$ cat src/rtl/prim_rr_reg_arbiter.sv
`default_nettype none
// ============================================================================
// Module      : prim_rr_reg_arbiter
// Description : One shared Width-bit register written by N requesters under
//               round-robin arbitration. The grant is a same-cycle handshake:
//               the winner's data is captured at the edge that ends its grant
//               cycle. An optional idle gap of MinGap cycles follows each
//               write so downstream consumers can settle.
// Ports       : clk_i      - clock, rising edge
//               rst_i      - synchronous active-high reset
//               clr_i      - synchronous clear of q_o to ResetValue
//               req_i      - per-requester write request (N)
//               wdata_i    - write data, requester i at [i*Width +: Width]
//               gnt_o      - one-hot grant, combinational (N)
//               q_o        - shared register value (Width)
//               upd_o      - one-cycle pulse when q_o shows new write data
//               upd_idx_o  - index of the last writer
//               busy_o     - high while the idle gap is running
// Revision    : 1.0 - initial release
// ============================================================================
module prim_rr_reg_arbiter #(
  parameter int unsigned       N          = 4,
  parameter int unsigned       Width      = 32,
  parameter logic [Width-1:0]  ResetValue = '0,
  parameter int unsigned       MinGap     = 0
) (
  input  logic                  clk_i,
  input  logic                  rst_i,
  input  logic                  clr_i,
  input  logic [N-1:0]          req_i,
  input  logic [N*Width-1:0]    wdata_i,
  output logic [N-1:0]          gnt_o,
  output logic [Width-1:0]      q_o,
  output logic                  upd_o,
  output logic [$clog2(N)-1:0]  upd_idx_o,
  output logic                  busy_o
);

  localparam int unsigned IDXW = $clog2(N);
  localparam int unsigned CNTW = 8;

  localparam logic [0:0] ST_ARB = 1'b0;
  localparam logic [0:0] ST_GAP = 1'b1;

  logic [0:0]       r_state;
  logic [IDXW-1:0]  r_ptr;
  logic [CNTW-1:0]  r_cnt;
  logic [Width-1:0] r_q;
  logic             r_upd;
  logic [IDXW-1:0]  r_upd_idx;

  logic             w_win_vld;
  logic [IDXW-1:0]  w_win_idx;
  logic [IDXW-1:0]  w_cand;
  int unsigned      w_sum;
  logic             w_arb_go;
  logic [Width-1:0] w_wdata;
  logic [IDXW-1:0]  w_ptr_nxt;

  // Rotating priority search: scan ptr, ptr+1, ... wrapping modulo N and
  // keep the first requester found.
  always_comb begin
    w_win_vld = 1'b0;
    w_win_idx = r_ptr;
    w_sum     = 0;
    w_cand    = '0;
    for (int unsigned k = 0; k < N; k++) begin
      w_sum = int'(r_ptr) + k;
      if (w_sum >= N) begin
        w_sum = w_sum - N;
      end
      w_cand = IDXW'(w_sum);
      if (!w_win_vld && req_i[w_cand]) begin
        w_win_vld = 1'b1;
        w_win_idx = w_cand;
      end
    end
  end

  // Clear and reset both suppress the grant in the cycle they are present.
  assign w_arb_go = (r_state == ST_ARB) && !rst_i && !clr_i && w_win_vld;

  always_comb begin
    w_wdata = '0;
    for (int i = 0; i < int'(N); i++) begin
      if (IDXW'(i) == w_win_idx) begin
        w_wdata = wdata_i[i*Width +: Width];
      end
    end
  end

  assign w_ptr_nxt = (w_win_idx == IDXW'(N-1)) ? '0 : w_win_idx + 1'b1;

  always_ff @(posedge clk_i) begin
    if (rst_i) begin
      r_state   <= ST_ARB;
      r_ptr     <= '0;
      r_cnt     <= '0;
      r_q       <= ResetValue;
      r_upd     <= 1'b0;
      r_upd_idx <= '0;
    end else begin
      r_upd <= 1'b0;
      if (clr_i) begin
        r_q <= ResetValue;
      end
      if (r_state == ST_ARB) begin
        if (w_arb_go) begin
          r_q       <= w_wdata;
          r_ptr     <= w_ptr_nxt;
          r_upd     <= 1'b1;
          r_upd_idx <= w_win_idx;
          if (MinGap > 0) begin
            r_state <= ST_GAP;
            // Counter runs MinGap-1 down to 0, giving exactly MinGap idle cycles.
            r_cnt   <= CNTW'(MinGap - 1);
          end
        end
      end else begin
        if (r_cnt == '0) begin
          r_state <= ST_ARB;
        end else begin
          r_cnt <= r_cnt - 1'b1;
        end
      end
    end
  end

  assign gnt_o     = w_arb_go ? (N'(1) << w_win_idx) : '0;
  assign q_o       = r_q;
  assign upd_o     = r_upd;
  assign upd_idx_o = r_upd_idx;
  assign busy_o    = (r_state == ST_GAP);

endmodule
`default_nettype wire
$ cat config.mk
export PLATFORM = sky130hd
export DESIGN_NAME = prim_rr_reg_arbiter
export DESIGN_NICKNAME = d
export VERILOG_FILES = /design/src/rtl/prim_rr_reg_arbiter.sv
export SDC_FILE = /design/constraint.sdc
export NUM_CORES = 1
export LEC_CHECK = 0
export CAP_MARGIN = 15
export CELL_PAD_IN_SITES_DETAIL_PLACEMENT = 0
export CELL_PAD_IN_SITES_GLOBAL_PLACEMENT = 1
export CORE_ASPECT_RATIO = 1.2
export CORE_UTILIZATION = 29
export CTS_CLUSTER_SIZE = 24
export DETAILED_ROUTE_END_ITERATION = 8
export PLACE_DENSITY = 0.93
export SYNTH_ARGS = -nofsm -noshare
export SYNTH_HDL_FRONTEND = slang
export SYNTH_SLANG_ARGS = --single-unit
$ cat constraint.sdc
create_clock -name clk_i -period 5 [get_ports clk_i]
set_clock_uncertainty 0.2 [all_clocks]
set_input_delay 1 -clock clk_i [delete_from_list [all_inputs] [get_ports clk_i]]
set_output_delay 1 -clock clk_i [all_outputs]
set_load 0.01 [all_outputs]
==> qor.yml <==
timing:
  fin_crit_sh: 0.889
  setup_tns_ns: 0
  fin_ws_ns: 0.554
  tightest_slew_ns: 1.10
  relSlewSlack: 0.265
  max_freq_mhz: 225
  period_needed_ns: 4.45
  final_max_slew_viol_count: 0
  rsz0062_at_grt: "false"
  finalSetupViolCount: 0
  hold_violations: 0
clock_network:
  cts_root_buf: "clkbuf_16"
  clkTransAtPathRegs_ns: 0.06
  post_cts_buffers: 0
  numCtsBuffers: 5
  clkSinkCount: 46
  cts.htree.levels: 2
  cts-resized-gates: 0
  insertion_delay_ns: 0.27
  postCtsHoldBufs: 0
  cts_tree: "built"
  clockBufferDepth: 2
setup_path:
  crit_family: "buffers and inverters"
  cp-end-kind: "output port"
  r2r-start: "r_ptr[0]"
  path_depth: 8
  critPathMaxStageDelay_ns: 0.54
  r2r_cells: 10
  required_ns: 3.80
  cp-startpoint: "req_i[0]"
  path_max_fanout: 6
  cp.buffers_inverters: 2
  arrival_ns: 3.25
  worst_path_max_delay_cell: "clkdlybuf4s50_1"
  crit_type: "input pin to output port"
  cp-start-kind: "input pin"
  crit_chain: "clkdlybuf4s50_1, nor2b_1, nor3_1, a21oi_1, a21oi_1, ha_1, and2_1, clkdlybuf4s50_1"
drt:
  routedWlPerCell_microns: 16.3
  drt-initial-drc-count: 91
  wl_microns: 10300
  route.vias.total: 3311
  ant_nets: 0
  drc_errors: 0
  vias_per_cell: 5.23
  first_pass_iters: 5
floorplanning:
  die_w_microns: 95.9
  io-pin-count: 175
  row_count: 40
  fp.dieH_microns: 115
  coreArea_sq_um: 10200
  start_util: 0.302
  die_area_sq_um: 11000
synthesis:
  synth_nets: 497
  syn_avg_cell_area_sq_um: 8.59
  yosys_register_bits: 46
  yosysWarnings: 0
  synthDistinctLibCells: 39
  syn_inst: 357
  synth_area_sq_um: 3070
  yosysSeqAreaShare: 0.300
global_routing:
  grt_overflow: 0
  antenna_found_initial: 0
  grt_start_max_net_pins: 65
  grt_pass1_wl_microns: 15700
  track_usage: 0.183
  grt_pass1_vias: 3199
placement:
  hpwl_microns: 7510
  io_buffer_count: 174
  postPlaceCellArea_sq_um: 4820
  finalWeightedCongestion: 0.767
  dp_slack_ns: 0.559
cells_and_area:
  diodes: 0
  design_area_sq_um: 4950
  area_delta_synth_final_pct: 61.4
  final_common_cell: "clkdlybuf4s50_1"
  layout_common_cells: "173 x clkdlybuf4s50_1, 73 x a21oi_1, 46 x dfxtp_1, 39 x inv_1, 32 x a221o_1"
  drive_gt1_frac: 0.122
  final_nets: 647
  final_util: 0.487
outcome:
  outcome: "finished clean"
flow_run:
  drv_cap: 0
worst_hold_path:
  hp-start: "upd_idx_o[0]"
  hold-path-cell-count: 2
  hold_class: "register to register"
power_and_ir_drop:
  leakagePower_nw: 1.86
  p_per_area_nw_per_um2: 226
  peakVddDrop_mv: 0.122
-- state kept, by name (all words and copies together) (netlist names) --
register	count
r_ptr	2
q_o	32
upd_idx_o	2
r_cnt	8
upd_o	1
busy_o	1
-- metrics by stage --
| stage | power [mW] | hold WS [ns] | cells |
|---|---|---|---|
| 2_1_floorplan | 0.630 | 0.256 | 357 |
| 3_3_place_gp | 0.813 | 0.270 | 626 |
| 3_5_place_dp | 0.821 | 0.274 | 626 |
| 4_1_cts | 1.13 | 0.292 | 633 |
| 5_1_grt | 1.18 | 0.311 | 633 |
| 6_report | 1.12 | 0.291 | 633 |
-- cells in the mapped netlist --
master | number | share of area
and2_1 | 4 | 0.0082
or4_4 | 1 | 0.0037
nor2b_1 | 4 | 0.0082
xor2_1 | 1 | 0.0029
or3_4 | 1 | 0.0037
o31ai_4 | 1 | 0.0069
mux2_1 | 1 | 0.0037
a21o_1 | 2 | 0.0049
buf_6 | 7 | 0.026
o21ai_0 | 3 | 0.0049
o31ai_1 | 2 | 0.0049
buf_2 | 5 | 0.0082
nand3b_1 | 2 | 0.0049
a221o_1 | 32 | 0.10
or3_1 | 2 | 0.0041
o31a_1 | 1 | 0.0029
nand2_1 | 9 | 0.011
ha_1 | 5 | 0.020
buf_4 | 1 | 0.0024
a21oi_1 | 73 | 0.12
nor3_1 | 20 | 0.033
a221oi_2 | 25 | 0.12
nor2_1 | 11 | 0.013
nor4_1 | 1 | 0.0020
a2111oi_0 | 1 | 0.0029
xnor2_1 | 2 | 0.0057
nand4_1 | 1 | 0.0020
a31oi_1 | 1 | 0.0020
nor4b_2 | 1 | 0.0049
clkbuf_1 | 25 | 0.031
dfxtp_1 | 46 | 0.30
a21oi_2 | 1 | 0.0029
a221oi_1 | 7 | 0.020
nand2b_1 | 2 | 0.0041
nand3_1 | 1 | 0.0016
inv_2 | 1 | 0.0012
inv_1 | 39 | 0.048
o21a_1 | 1 | 0.0024
nor3_2 | 14 | 0.046
-- power by group --
group	internal (mW)	total [mW]	leakage, nW	switching, mW
sequential	0.386	0.396	0.376	0.0104
clock	0.183	0.310	0.0640	0.127
combinational	0.221	0.412	1.42	0.191
-- per-layer routing --
| layer | GRT usage | vias to the layer above | share of wire |
|---|---|---|---|
| met1 | 0.204 | 1548 | 0.40 |
| met2 | 0.343 | 120 | 0.51 |
| met5 | 0 | - | 0 |
| met3 | 0.0385 | 6 | 0.078 |
| met4 | 0.0478 | 0 | 0.0066 |
| li1 | - | 1637 | - |
-- logic make-up (layout without fill, tap and decap cells) --
kind of cell,count (synthesis),count (layout),share of synthesized area
xor+xnor,3,3,0.00857
flops,46,46,0.300
compound gates,150,150,0.401
fa+ha+maj,5,5,0.0204
buf+inv,78,228,0.116
mux,1,1,0.00367
simple gates,74,74,0.150
-- layout make-up --
class / instances / area, sq um
Fill cell: 961 / 5210
Multi-Input combinational cell: 233 / 1800
Timing Repair Buffer: 181 / 1790
Sequential cell: 46 / 921
Tap cell: 126 / 158
Inverter: 40 / 150
Clock buffer: 7 / 133
-- worst register-to-register path, cell delays in order (launching register included) --
cell,delay [ns]
dfxtp_1,0.33
nor2b_1,0.18
nor3_1,0.08
a21oi_1,0.28
a21oi_1,0.12
ha_1,0.33
nor2b_2,0.52
buf_4,0.38
a221o_1,0.22
a221oi_2,0.06
nor3_1,0.22
-- path summary, 6_finish.rpt --
path	end	slack, ns
setup reg to reg	q_o[18]	2.00
hold / removal	upd_idx_o[0]	0.29
hold reg to reg	upd_idx_o[0]	0.29
setup / recovery	gnt_o[1]	0.55
No activity file was read; power rests on OpenSTA's default activity.
